--- src/rtl/pixel_dma_writer.sv ---
// ============================================================================
// Module      : pixel_dma_writer
// Description : Packs 8-bit pixels into 32-bit words and writes them to
//               consecutive word addresses over the picorv32 native bus.
// Revision    : 1.0 - initial release
// ============================================================================
`default_nettype none

module pixel_dma_writer #(
  parameter int COUNT_W = 16
) (
  input  logic               clk,
  input  logic               resetn,
  input  logic               start,
  input  logic               abort,
  input  logic [31:0]        base_addr,
  input  logic [COUNT_W-1:0] word_count,
  output logic               busy,
  output logic               done,
  input  logic               pix_valid,
  input  logic [7:0]         pix_data,
  output logic               pix_ready,
  output logic               mem_valid,
  output logic [31:0]        mem_addr,
  output logic [31:0]        mem_wdata,
  output logic [3:0]         mem_wstrb,
  input  logic               mem_ready
);

  localparam logic [COUNT_W-1:0] c_ONE_WORD = COUNT_W'(1);
  localparam logic [31:0]        c_WORD_MASK = 32'hFFFF_FFFC;

  typedef enum logic [1:0] {
    S_IDLE  = 2'd0,
    S_FILL  = 2'd1,
    S_WRITE = 2'd2,
    S_FIN   = 2'd3
  } state_t;

  state_t             r_state;
  state_t             w_state_nxt;
  logic [31:0]        r_base;
  logic [COUNT_W-1:0] r_count;
  logic [COUNT_W-1:0] r_word_idx;
  logic [1:0]         r_byte_idx;
  logic [23:0]        r_pack;
  logic               r_abort_pend;
  logic [31:0]        r_mem_addr;
  logic [31:0]        r_mem_wdata;

  logic w_pix_hs;
  logic w_last_word;

  assign w_pix_hs    = pix_valid & pix_ready;
  assign w_last_word = (r_word_idx == (r_count - c_ONE_WORD));

  always_comb begin
    w_state_nxt = r_state;
    pix_ready   = 1'b0;
    mem_valid   = 1'b0;
    mem_wstrb   = 4'b0000;
    busy        = 1'b0;
    done        = 1'b0;
    case (r_state)
      S_IDLE: begin
        if (start) begin
          w_state_nxt = (word_count != '0) ? S_FILL : S_FIN;
        end
      end
      S_FILL: begin
        // Gated by abort so no pixel is taken in the cycle the abort is seen.
        pix_ready = ~abort;
        busy      = 1'b1;
        if (abort) begin
          w_state_nxt = S_IDLE;
        end else if (w_pix_hs && (r_byte_idx == 2'd3)) begin
          w_state_nxt = S_WRITE;
        end
      end
      S_WRITE: begin
        mem_valid = 1'b1;
        mem_wstrb = 4'b1111;
        busy      = 1'b1;
        if (mem_ready) begin
          if (abort || r_abort_pend) begin
            w_state_nxt = S_IDLE;
          end else if (w_last_word) begin
            w_state_nxt = S_FIN;
          end else begin
            w_state_nxt = S_FILL;
          end
        end
      end
      S_FIN: begin
        done        = 1'b1;
        w_state_nxt = S_IDLE;
      end
      default: w_state_nxt = S_IDLE;
    endcase
  end

  assign mem_addr  = r_mem_addr;
  assign mem_wdata = r_mem_wdata;

  always_ff @(posedge clk or negedge resetn) begin
    if (!resetn) begin
      r_state      <= S_IDLE;
      r_base       <= '0;
      r_count      <= '0;
      r_word_idx   <= '0;
      r_byte_idx   <= '0;
      r_pack       <= '0;
      r_abort_pend <= 1'b0;
      r_mem_addr   <= '0;
      r_mem_wdata  <= '0;
    end else begin
      r_state <= w_state_nxt;
      case (r_state)
        S_IDLE: begin
          if (start && (word_count != '0)) begin
            r_base       <= base_addr & c_WORD_MASK;
            r_count      <= word_count;
            r_word_idx   <= '0;
            r_byte_idx   <= '0;
            r_abort_pend <= 1'b0;
          end
        end
        S_FILL: begin
          if (w_pix_hs) begin
            r_byte_idx <= r_byte_idx + 2'd1;
            case (r_byte_idx)
              2'd0: r_pack[7:0]   <= pix_data;
              2'd1: r_pack[15:8]  <= pix_data;
              2'd2: r_pack[23:16] <= pix_data;
              default: begin
                // Bus registers are loaded once per word and then held for the whole request.
                r_mem_wdata <= {pix_data, r_pack};
                r_mem_addr  <= r_base + {{(30-COUNT_W){1'b0}}, r_word_idx, 2'b00};
              end
            endcase
          end
        end
        S_WRITE: begin
          if (abort) begin
            r_abort_pend <= 1'b1;
          end
          if (mem_ready) begin
            r_word_idx   <= r_word_idx + c_ONE_WORD;
            r_abort_pend <= 1'b0;
          end
        end
        default: ;
      endcase
    end
  end

endmodule

`default_nettype wire

--- config.mk ---
export PLATFORM = sky130hd
export DESIGN_NAME = pixel_dma_writer
export DESIGN_NICKNAME = d
export VERILOG_FILES = /design/src/rtl/pixel_dma_writer.sv
export SDC_FILE = /design/constraint.sdc
export NUM_CORES = 1
export LEC_CHECK = 0
export ABC_AREA = 1
export CORE_MARGIN = 2
export CORE_UTILIZATION = 45
export DETAILED_ROUTE_END_ITERATION = 7
export GPL_ROUTABILITY_DRIVEN = 0
export PLACE_DENSITY_LB_ADDON = 0.15
export SLEW_MARGIN = 20
export SYNTH_ARGS = -nofsm -noshare
export SYNTH_HDL_FRONTEND = slang
export SYNTH_SLANG_ARGS = --single-unit
--- constraint.sdc ---
create_clock -name clk -period 2.5 [get_ports clk]
set_input_delay 0.375 -clock clk [delete_from_list [all_inputs] [get_ports clk]]
set_output_delay 0.375 -clock clk [all_outputs]
set_load 0.05 [all_outputs]
# Word-level counts from Yosys, hierarchy flattened
# Index checks and enable logic that the tools add are counted.
[word_totals]
register_bits = 155
latch_bits = 0
ramBits = 0
romBits = 0
input_bits = 62
output_inout_bits = 72
word_cells = 73
mem_count = 0
[op_classes]
addsub = 4
multipliers = 0
n_div = 0
order_cmp = 0
eq_ne = 13
shift = 0
n_mux = 23
bitwise = 3
reduce_logical = 19
[op_table]
columns = ["operator", "n"]
rows = [
  ["32-bit by 18-bit adder with 32-bit output", 1],
  ["16-bit two-way mux", 2],
  ["16-bit one-hot mux with 2 select lines", 1],
  ["3-bit AND reduction", 8],
  ["2-bit two-way mux", 9],
  ["16-bit by 1-bit adder with 16-bit output, second input constant", 1],
  ["16-bit == test", 1],
  ["16-bit nonzero test", 1],
  ["16-bit by 1-bit subtractor with 16-bit output, second input constant", 1],
  ["2-bit == test, second input constant", 4],
  ["2-bit inequality test, second input constant", 4],
  ["2-bit one-hot mux with 4 select lines", 1],
  ["1-bit two-way mux", 7],
  ["3-bit inequality test, second input constant", 2],
  ["2-bit by 1-bit == test with 1-bit output, second input constant", 2],
  ["2-bit zero test", 2],
  ["4-bit two-way mux", 1],
  ["2-bit one-hot mux with 2 select lines", 1],
  ["2-bit nonzero test", 2],
  ["3-bit OR reduction", 1],
  ["2-bit by 1-bit adder with 2-bit output, second input constant", 1],
  ["1-bit logical AND", 2],
  ["1-bit NOT", 2],
  ["1-bit one-hot mux with 2 select lines", 1],
  ["4 further kinds", 4],
]

# Logic depth before layout (Yosys ltp)
# Gate-level depths: netlist of the first run.
[depth]
ltp_word = 7
ltp_mapped = 14

# Worst setup path before layout of the first run
# OpenSTA, ideal clock, no wires.
[synth_path]
kind = "reg-to-reg"
startpoint = "register r_state[0]"
endpoint = "register r_state[1]"
t_arrival_ns = 2.023
slack_ns = 0.404
stages_incl_launch_ff = 13
period_less_slack_ns = 2.096
cell_sequence = "dfrtp_1 -> inv_1 -> ha_1 -> inv_2 -> nor3_1 -> nand3_1 -> nor2_1 -> nand2_1 -> nor3_2 -> nand3_1 -> nand2_1 -> nand2_1 -> a21oi_2"
[synth_via]
elab_chain_len = 6
word_cells_on_any_way = 12
classes_between = "eq/ne: 6; mux: 2; bitwise: 1; reduce/logical: 3"
[synth_lines]
columns = ["element", "line", "text"]
rows = [
  ["from (decl)", "40", "state_t r_state;"],
  ["from (signal assigned)", "117", "r_state <= w_state_nxt;"],
  ["2-bit by 1-bit == test with 1-bit output", "64", "case (r_state)"],
  ["1-bit two-way mux", "64", ""],
  ["1-bit bitwise AND", "54", "assign w_pix_hs = pix_valid & pix_ready;"],
  ["1-bit logical AND", "76", "end else if (w_pix_hs && (r_byte_idx == 2'd3)) begin"],
  ["3-bit inequality test (no line)", "-", ""],
  ["3-bit AND reduction (no line)", "-", ""],
]
# Parallel ways exist; a longest one is shown, timed or not.
# A chain may end at the register's enable or synchronous reset.

# Worst setup path after layout of the first run
[layout_path]
startpoint = "register r_state[1]"
endpoint = "output busy"
[layout_via]
elab_chain_len = 3
word_cells_on_any_way = 4
classes_between = "eq/ne: 2; mux: 1; reduce/logical: 1"
[layout_lines]
columns = ["element", "line", "text"]
rows = [
  ["2-bit == test / 2-bit by 1-bit == test with 1-bit output (equally long branches)", "64", ""],
  ["2-bit OR reduction (no line) *", "-", ""],
  ["1-bit two-way mux *", "64", ""],
  ["to (decl)", "18", "output logic busy,"],
]
# Every way passes the cells marked *; elsewhere a longest branch is shown, timed or not.

==> key figures, run 1 <==
Pwr
  – Peak supply drop: 0.6326 mV
  – Power Dens Cells: 1120 nW/um2
  – Leakage power: 5.106 nW

Synthesis
  – Synth cell types: 43
  – Asr flop ratio synth: 100.0%
  – Synth top area cells: dfrtp_1, nand2_1, o21ai_0
  – Syn Inst Count: 1037
  – Seq/Total Area, Yosys: 46.70%
  – Synth Cell Area: 8198 um2
  – Mapped Avg Cell Area: 7.905 um2
  – Ys Warns: 0
  – Yosys reg bits: 153
  – Yosys top cell area share: 46.70%
  – Most area-hungry cell type in the Yosys netlist: dfrtp_1
  – Ys flop type: dfrtp_1
  – EDFF count, synth: 0

Clock tree
  – Num Clock Sinks: 153
  – Clock slew at reported path FFs: 0.06 ns
  – CTS root buf: clkbuf_16
  – Total CTS buffers: 17
  – Maximum clock insertion buffer count: 2
  – Resized cells post-CTS: 0
  – Post-CTS Repair Setup Buffers: 0
  – Clock latency on the worst-skew pair: 0.43 ns
  – H-tree Lvls: 4
  – Cts-stage hold buffer count: 1
  – CTS tree: done

Routing
  – Via density: 5.006
  – Final WL: 19.87 mm
  – # DRC: 0
  – Drt wl/cell: 14.12 um
  – Met2 routed WL: 9.212 mm
  – Routed metal-1 wirelength: 9.495 mm
  – Post-route ant nets: 0
  – Vias: 7043
  – Metal3 WL: 837 um
  – First drt pass iteration count: 6
  – Top Layer Used: met4
  – DR iter-0 viols: 397

Global routing
  – GR Overflow Total: 0
  – Largest net degree at the start of global routing: 56
  – Total Routing Usage GR: 20.90%
  – Global-route wire length before repair: 32.78 mm
  – Antenna violations before repair: 0
  – Vias in the first global route: 6594

Floorplanning
  – Initial Util: 45.79%
  – Full die area: 19310 um2
  – DIE WIDTH: 139.0 um
  – Die height: 139.0 um
  – # IOs: 134
  – Core area: 17900 um2
  – Row Count: 49

Timing
  – Tightest Pin Transition: 0.5749 ns
  – Final Setup Violations: 0
  – Fin crit share: 93.48%
  – RSZ-0062 raised after global routing: false
  – Clock skew: 0.008122 ns
  – Final Hold Vio Count: 0
  – Hold Slack: 0.4652 ns
  – Fmax achieved: 427.9 MHz
  – Min Clock Period, post-route: 2.337 ns
  – Slew Limit Fails: 0
  – Setup_tns: 0 ns
  – Slew HR: 61.55%

Critical path
  – Critical path's largest stage delay: 0.79 ns
  – Worst r2r src: r_word_idx[0]$_DFFE_PN0P_
  – Required time of the critical path: 2.12 ns
  – Worst-case reg-to-reg path depth: 13
  – CP max-delay cell: clkdlybuf4s50_1
  – Delay-heaviest family, CP: buffers and inverters
  – CP Capture Type: primary output
  – CP Class: reg -> out
  – Cell Chain, Critical Path: inv_1 -> ha_1 -> clkdlybuf4s50_1
  – Worst Path Arrival: 1.96 ns
  – Worst Setup EP: busy
  – Worst setup path start: r_state[1]$_DFFE_PN0P_
  – R2R Setup Slk: 0.29 ns
  – Startpoint types: flop
  – CP max FO: 3
  – FF-to-FF End: mem_addr[30]$_DFFE_PN0P_
  – Buf/Inv on CP: 2
  – Crit path depth: 3

Final layout
  – Area Growth Syn to Fin: 27.06%
  – Most common cell after layout, fill and taps aside: nand2_1
  – Share of layout cells above drive strength 1: 8.404%
  – Non-Filler Instances: 1407
  – Nets@finish: 1255
  – Inserted Diodes: 0
  – Most frequent cells in the layout: nand2_1, dfrtp_1, clkdlybuf4s50_1, o21ai_0, inv_1
  – Fillers: 1679

Hold path
  – Min-delay worst type: reg -> reg
  – Hold wc startpoint: r_pack[12]$_DFFE_PN0P_

Outcome
  – Status: complete, no violations

Flow run
  – Max-cap violation count: 0

Placed design
  – Final HPWL DP: 14.65 mm
  – Buffers on Ports: 129
  – Dpl cells: 1374
-- through the flow --
step                      setup WS [ns]  util (%)  area, um2  power (mW)
after floorplan                  0.4044         -       8202       7.311
after global placement           0.2815     54.37       9733       8.659
after detailed placement         0.2532     54.37       9733       8.767
after CTS                        0.1219     58.18      10420       11.76
after global routing            0.07912     58.18      10420       12.46
final                            0.1630     58.18      10420       11.67
-- how the worst min path moves through the flow --
stage | to | cells after the start
global placement | mem_addr[27]$_DFFE_PN0P_ | 1
global route | mem_wdata[7]$_DFFE_PN0P_ | 2
finish | mem_wdata[12]$_DFFE_PN0P_ | 2
floorplan | mem_addr[10]$_DFFE_PN0P_ | 0
CTS | r_base[11]$_DFFE_PN0P_ | 3
detailed placement | mem_addr[27]$_DFFE_PN0P_ | 1
-- flip-flops by register name, summed over array words and instances, names as in the netlist --
register,cells
r_abort_pend,1
r_base,30
r_pack,24
r_word_idx,16
mem_wdata,32
r_byte_idx,2
r_state,2
mem_addr,30
r_count,16
-- per-layer routing --
layer  vias to the layer above  global-route usage [%]
li1                       3562                       -
met1                      3274                   29.64
met2                       187                   32.93
met3                        20                   3.211
met4                         0                   7.124
met5                         -                       0
-- cell type report --
cell class                      count  area (um2)  share of cell area (%)
Clock buffer                       19       432.9                   4.156
Clock inverter                     13       240.2                   2.306
Inverter                          102       382.9                   3.676
Multi-Input combinational cell    749        3830                   36.77
Sequential cell                   153        3829                   36.76
Tap cell                          229       286.5                   2.751
Timing Repair Buffer              142        1415                   13.59
-- Yosys cell counts, types with 9 or more instances --
| cell type | number |
|---|---|
| nand3_1 | 43 |
| ha_1 | 27 |
| nand2_1 | 364 |
| dfrtp_1 | 153 |
| o21ai_0 | 96 |
| a21oi_1 | 21 |
| clkbuf_1 | 17 |
| nand4_1 | 19 |
| buf_2 | 10 |
| nor2_2 | 12 |
| xor2_1 | 30 |
| nor2_1 | 47 |
| inv_1 | 95 |
| o21ai_1 | 9 |
| nor3_1 | 16 |
-- cells by family (layout without fill, tap and decap cells) --
| kind of cell | count (synthesis) | after routing | share of synthesized area, % |
|---|---|---|---|
| adders and majority gates | 28 | 28 | 4.365 |
| and+or+nand+nor | 537 | 537 | 28.40 |
| xor gates and xnor gates | 38 | 38 | 4.228 |
| DFF | 153 | 153 | 46.70 |
| buffers and inverters | 136 | 276 | 6.654 |
| AOI/OAI and AO/OA | 144 | 144 | 9.600 |
| other | 1 | 2 | 0.04574 |
-- worst reg2reg max path: cells and delay by family (launching register included) --
family                   cells  cell delay (ns)
AND/OR/NAND/NOR              9             0.89
buffers and inverters        1             0.06
adder cells (fa/ha/maj)      2             0.64
AO/OA/AOI/OAI                1             0.16
flip-flops                   1             0.35
-- power by group --
group / switching, mW / total (mW) / internal (mW) / leakage [nW]
Sequential: 0.607 / 3.92 / 3.31 / 2.01
Clock: 1.06 / 2.95 / 1.89 / 0.316
Combinational: 3.18 / 4.80 / 1.62 / 2.78
Power figures use the tool's default switching activity.
==> inputs of run 2 (changes only) <==
Settings changed: CAP_MARGIN set to 20, GPL_TIMING_DRIVEN set to 0.
==> run 2 against run 1 <==
  * Clock power is 15% lower
  * Sequential power barely moved
  * Fmax fell by 0.43%
  * Register-to-register slack got worse by 0.10 ns
  * Hold slack better by 0.0048 ns
  * Die area did not move
  * Via count grew 2.0%
  * Flip-flop and latch count unchanged
  * Setup slack lost 0.010 ns
  * Routed wire length is 5.4% higher
  * Final cell count increased by 1.6%
  * Critical path type unchanged
  * Largest power group unchanged
  * Highest routed layer unchanged
==> key figures, run 2 (synthesis gave the netlist of run 1 again) <==
Outcome
  – Status: complete, no violations

Routing
  – Drt wl/cell: 14.66 um (+3.8%)
  – Final WL: 20.95 mm (+5.4%)
  – Vias: 7184 (+2.0%)
  – Post-route ant nets: 0 (unchanged)
  – Top Layer Used: met4
  – Met2 routed WL: 9.596 mm (+4.2%)
  – Metal3 WL: 1.032 mm (+23%)
  – # DRC: 0 (unchanged)
  – Routed metal-1 wirelength: 9.979 mm (+5.1%)
  – First drt pass iteration count: 5 (-1)
  – Via density: 5.027 (+0.43%)
  – DR iter-0 viols: 389 (-2.0%)

Pwr
  – Leakage power: 5.116 nW (+0.18%)
  – Power Dens Cells: 1090 nW/um2 (-2.7%)
  – Peak supply drop: 0.6169 mV (-2.5%)
  – Overall power: 11.33 mW (-3.0%)

Critical path
  – Buf/Inv on CP: 2 (unchanged)
  – CP Class: reg -> out
  – Required time of the critical path: 2.12 ns (about the same)
  – CP max FO: 3 (unchanged)
  – Worst Path Arrival: 1.97 ns (about the same)
  – Delay-heaviest family, CP: buffers and inverters
  – CP max-delay cell: clkdlybuf4s50_1
  – Cell Chain, Critical Path: inv_1 -> ha_1 -> clkdlybuf4s50_1
  – Startpoint types: flop
  – CP Capture Type: primary output
  – Critical path's largest stage delay: 0.79 ns (about the same)

Global routing
  – GR Overflow Total: 0 (unchanged)
  – Total Routing Usage GR: 22.27% (+1.4 points)
  – Largest net degree at the start of global routing: 84 (+50%)
  – Global-route wire length before repair: 34.63 mm (+5.6%)
  – Antenna violations before repair: 0 (unchanged)
  – Vias in the first global route: 6713 (+1.8%)

Clock tree
  – Clock latency on the worst-skew pair: 0.43 ns (about the same)
  – Post-CTS Repair Setup Buffers: 0 (unchanged)
  – H-tree Lvls: 4 (unchanged)
  – CTS tree: done
  – Maximum clock insertion buffer count: 2 (unchanged)
  – CTS root buf: clkbuf_16
  – Num Clock Sinks: 153 (unchanged)
  – Total CTS buffers: 17 (unchanged)
  – Clock slew at reported path FFs: 0.06 ns (about the same)

Final layout
  – Final core occ: 58.03% (-0.15 points)
  – Largest register FFs: 32 (unchanged)
  – Nets@finish: 1278 (+1.8%)
  – Most frequent cells in the layout: nand2_1, dfrtp_1, clkdlybuf4s50_1, o21ai_0, inv_1
  – Inserted Diodes: 0 (unchanged)
  – Share of layout cells above drive strength 1: 8.167% (-0.24 points)
  – Non-Filler Instances: 1429 (+1.6%)
  – Area Growth Syn to Fin: 26.72%
  – Design area: 10390 um2 (-0.26%)
  – Most common cell after layout, fill and taps aside: nand2_1

Timing
  – Final Setup Violations: 0 (unchanged)
  – Min Clock Period, post-route: 2.347 ns (+0.01006 ns)
  – Slew HR: 55.60% (-5.9 points)
  – Fin crit share: 93.88% (+0.40 points)
  – Tightest Pin Transition: 0.6660 ns (+0.09103 ns)
  – Slew Limit Fails: 0 (unchanged)
  – Fmax achieved: 426.1 MHz (-0.43%)
  – RSZ-0062 raised after global routing: false
  – Setup_tns: 0 ns (unchanged)
  – Final Hold Vio Count: 0 (unchanged)
  – Clock skew: 0.01083 ns (+0.002712 ns)

Floorplanning
  – Row Count: 49 (unchanged)
  – Full die area: 19310 um2 (unchanged)
  – Die height: 139.0 um (unchanged)
  – Initial Util: 45.79% (unchanged)
  – DIE WIDTH: 139.0 um (unchanged)
  – # IOs: 134 (unchanged)
  – Core area: 17900 um2 (unchanged)

Placed design
  – Final HPWL DP: 15.69 mm (+7.1%)
  – Post-DP Area: 9812 um2 (+0.81%)
  – Buffers on Ports: 129 (unchanged)
  – Dpl cells: 1397 (+1.7%)

Hold path
  – Min-delay worst type: reg -> reg

Flow run
  – Max-cap violation count: 0 (unchanged)
run 2: cell types whose count changed in the layout (fill, tap and decap cells not counted), sizes merged:
cell         change
clkinv           +6
inv              -2
clkinvlp         -2
clkbuf          +18
dlygate4sd2      +6
bufinv           -4
run 2: area by class of cell:
| cell class | count | area [um2] |
|---|---|---|
| inverters | 102 | 382.9 |
| fillers | 1700 | 7513 |
| well taps | 229 | 286.5 |
| plain buffers | 34 | 162.7 |
| repair buffers | 131 | 1326 |
| multi-input cells | 749 | 3831 |
| clock buffers | 20 | 446.7 |
| flip-flops and latches | 153 | 3830 |
| clock inverters | 11 | 122.6 |
run 2: worst paths after layout:
| kind | start | end | slack [ns] | cells past startpoint |
|---|---|---|---|---|
| worst max-delay path | r_state[1]$_DFFE_PN0P_ | busy | 0.15 | 3 |
| worst min-delay path | r_pack[16]$_DFFE_PN0P_ | mem_wdata[16]$_DFFE_PN0P_ | 0.47 | 2 |
| worst max register to register | r_word_idx[0]$_DFFE_PN0P_ | mem_addr[30]$_DFFE_PN0P_ | 0.19 | 13 |
| worst min register to register | r_pack[16]$_DFFE_PN0P_ | mem_wdata[16]$_DFFE_PN0P_ | 0.47 | 2 |
| max in group asynchronous | resetn | r_count[4]$_DFFE_PN0P_ | 1.19 | 3 |
| min in group asynchronous | resetn | mem_addr[28]$_DFFE_PN0P_ | 0.53 | 2 |
run 2: worst reg2reg max path, cell delays in order, from the launching register on:
cell and delay [ns]:
dfrtp_2 0.43, ha_1 0.21, inv_1 0.06, fa_1 0.46, nor3_2 0.22, nor2_2 0.08, o21bai_4 0.16, nand2_2 0.11
nand2_4 0.10, nand2_4 0.06, nor2_2 0.10, nand2_1 0.06, nand3_1 0.08, nand2_1 0.05
run 2: what timing repair did:
action / 4_1_cts / 5_1_grt
gates resized for setup: 6 / 2
hold buffers: 1 / 0
endpoints found under the hold margin: 82 / 0
setup endpoints to repair: 6 / 2
run 2: report_power, final:
part           internal [mW]  leakage (nW)  switching [mW]
combinational           1.64          2.82            3.22
sequential              3.31          2.01           0.626
clock                   1.49         0.280            1.04
run 2: through the flow:
step / worst slack, ns / hold slack (ns)
CTS: 0.1331 / 0.4645
finish: 0.1530 / 0.4700
detailed placement: -0.1690 / 0.4158
global route: 0.03930 / 0.4894
floorplan: 0.4044 / 0.07941
global placement: -5.262 / 0.4531
run 2: routing by layer:
| layer | track usage (%) | up-vias |
|---|---|---|
| li1 | - | 3613 |
| met1 | 31.27 | 3365 |
| met2 | 34.98 | 182 |
| met3 | 4.558 | 24 |
| met4 | 6.805 | 0 |
| met5 | 0 | - |
==> inputs of run 3 (changes only) <==
Settings changed: REMOVE_ABC_BUFFERS set to 1.
==> run 3 against run 2 <==
  * Routed wire length down 8.3%
  * First-iteration DRC count decreased by 4.9%
  * Final cell count down 2.1%
  * Flip-flop and latch count stayed put
  * Fmax down 0.56%
  * Setup slack worse by 0.013 ns
  * Sequential power shrank 1%
  * Non-clock buffer count fell by 33
  * Via count shrank 4.3%
  * Highest routed layer unchanged
==> key figures, run 3 (synthesis gave the netlist of run 1 again) <==
Timing
  – Slew Limit Fails: 0 (unchanged)
  – Final Setup Violations: 0 (unchanged)
  – Tightest Pin Transition: 0.6519 ns (-0.01406 ns)
  – Hold Slack: 0.4636 ns (-0.006382 ns)
  – Fmax achieved: 423.7 MHz (-0.56%)
  – RSZ-0062 raised after global routing: true
  – Fin crit share: 94.41% (+0.52 points)
  – Slew HR: 56.49% (+0.89 points)
  – Clock skew: 0.01076 ns (-0.00007660 ns)
  – Final Hold Vio Count: 0 (unchanged)
  – Fin worst setup slack: 0.1398 ns (-0.01312 ns)
  – Setup_tns: 0 ns (unchanged)
  – Min Clock Period, post-route: 2.360 ns (+0.01312 ns)

Clock tree
  – CTS tree: done
  – Post-CTS Repair Setup Buffers: 0 (unchanged)
  – Total CTS buffers: 17 (unchanged)
  – H-tree Lvls: 4 (unchanged)
  – CTS root buf: clkbuf_16
  – Num Clock Sinks: 153 (unchanged)
  – Clock slew at reported path FFs: 0.07 ns (about the same)
  – Maximum clock insertion buffer count: 2 (unchanged)
  – Clock latency on the worst-skew pair: 0.43 ns (about the same)

Final layout
  – Nets@finish: 1247 (-2.4%)
  – Area Growth Syn to Fin: 25.93%
  – Register area: 3830 um2 (unchanged)
  – Largest register FFs: 32 (unchanged)
  – Most frequent cells in the layout: nand2_1, dfrtp_1, clkdlybuf4s50_1, o21ai_0, inv_1
  – Design area: 10320 um2 (-0.63%)
  – Non-Filler Instances: 1399 (-2.1%)
  – Final core occ: 57.67% (-0.36 points)
  – Inserted Diodes: 0 (unchanged)
  – Most common cell after layout, fill and taps aside: nand2_1
  – Fillers: 1667 (-1.9%)
  – Area of the multi-input gates: 3872 um2 (+1.1%)
  – Share of layout cells above drive strength 1: 7.863% (-0.30 points)

Critical path
  – CP Capture Type: primary output
  – CP max FO: 3 (unchanged)
  – Critical path's largest stage delay: 0.80 ns (about the same)
  – Cell Chain, Critical Path: inv_1 -> ha_1 -> clkdlybuf4s50_1
  – Required time of the critical path: 2.12 ns (about the same)
  – Worst Path Arrival: 1.99 ns (+0.02 ns)
  – CP Class: reg -> out
  – CP max-delay cell: clkdlybuf4s50_1
  – Startpoint types: flop

Floorplanning
  – Core area: 17900 um2 (unchanged)
  – Full die area: 19310 um2 (unchanged)
  – Row Count: 49 (unchanged)
  – # IOs: 134 (unchanged)
  – Die height: 139.0 um (unchanged)
  – DIE WIDTH: 139.0 um (unchanged)
  – Initial Util: 45.79% (unchanged)

Placed design
  – Dpl cells: 1364 (-2.4%)
  – Post-DP Area: 9686 um2 (-1.3%)
  – Final HPWL DP: 13.51 mm (-14%)
  – Buffers on Ports: 129 (unchanged)
  – Setup WS pre-CTS: -0.8419 ns (-0.6729 ns)

Routing
  – Via density: 4.914 (-2.2%)
  – DR iter-0 viols: 370 (-4.9%)
  – Vias: 6875 (-4.3%)
  – Post-route ant nets: 0 (unchanged)
  – # DRC: 0 (unchanged)
  – Final WL: 19.21 mm (-8.3%)
  – Drt wl/cell: 13.73 um (-6.3%)
  – First drt pass iteration count: 5 (unchanged)

Outcome
  – Status: complete, no violations

Global routing
  – GR Overflow Total: 0 (unchanged)
  – Vias in the first global route: 6692 (-0.31%)
  – Total Routing Usage GR: 21.04% (-1.2 points)
  – Largest net degree at the start of global routing: 88 (+4.8%)
  – Antenna violations before repair: 0 (unchanged)
  – Global-route wire length before repair: 33.04 mm (-4.6%)

Pwr
  – Peak supply drop: 0.7518 mV (+22%)
  – Overall power: 11.25 mW (-0.64%)
  – Power Dens Cells: 1090 nW/um2 (about the same)
  – Leakage power: 5.066 nW (-0.97%)

Hold path
  – Min-delay worst type: reg -> reg

Flow run
  – Max-cap violation count: 0 (unchanged)
run 3: changes by cell type in the layout (fill, tap and decap cells not counted), sizes merged:
cell,delta
clkbuf,-20
buf,-16
inv,+4
clkinv,-2
clkinvlp,+2
nand3,+2
run 3: worst paths after layout:
path	startpoint	to	slack (ns)	cells past startpoint
max	r_state[0]$_DFFE_PN0P_	busy	0.14	3
max reg2reg	r_state[0]$_DFFE_PN0P_	r_state[1]$_DFFE_PN0P_	0.18	12
min	r_pack[18]$_DFFE_PN0P_	mem_wdata[18]$_DFFE_PN0P_	0.46	2
min in group asynchronous	resetn	mem_addr[22]$_DFFE_PN0P_	0.49	2
max in group asynchronous	resetn	r_base[15]$_DFFE_PN0P_	1.20	3
min reg2reg	r_pack[18]$_DFFE_PN0P_	mem_wdata[18]$_DFFE_PN0P_	0.46	2
run 3: metal layers:
layer / vias up / track usage, % / share of wire (%)
met1: 3154 / 28.23 / 46
li1: 3560 / - / -
met2: 144 / 34.90 / 48
met3: 17 / 3.384 / 3.9
met4: 0 / 7.177 / 1.6
met5: - / 0 / 0
run 3: critical path, delay by kind of cell, from the launching register on:
kind                       cells  cell delay, ns
adders and majority gates      1            0.29
buffers and inverters          2            0.89
DFF                            1            0.38
run 3: what timing repair did:
action	in CTS	in global routing
pin swaps	1	1
endpoints found under the hold margin	66	0
endpoints found under the setup margin	54	52
resized for setup	9	5
hold buffers	1	0
cloned	1	1
run 3: area by class of cell:
class / instances / area share (%)
multi-input cells: 751 / 37.51
clock inverters: 15 / 1.624
inverters: 102 / 3.757
repair buffers: 132 / 13.11
clock buffers: 17 / 4.121
well taps: 229 / 2.775
flip-flops and latches: 153 / 37.10
run 3: where the power goes:
part	total (mW)	leakage, nW	internal [mW]	switching, mW
sequential	3.89	2.01	3.31	0.584
combinational	4.77	2.77	1.59	3.18
clock	2.59	0.284	1.49	1.10
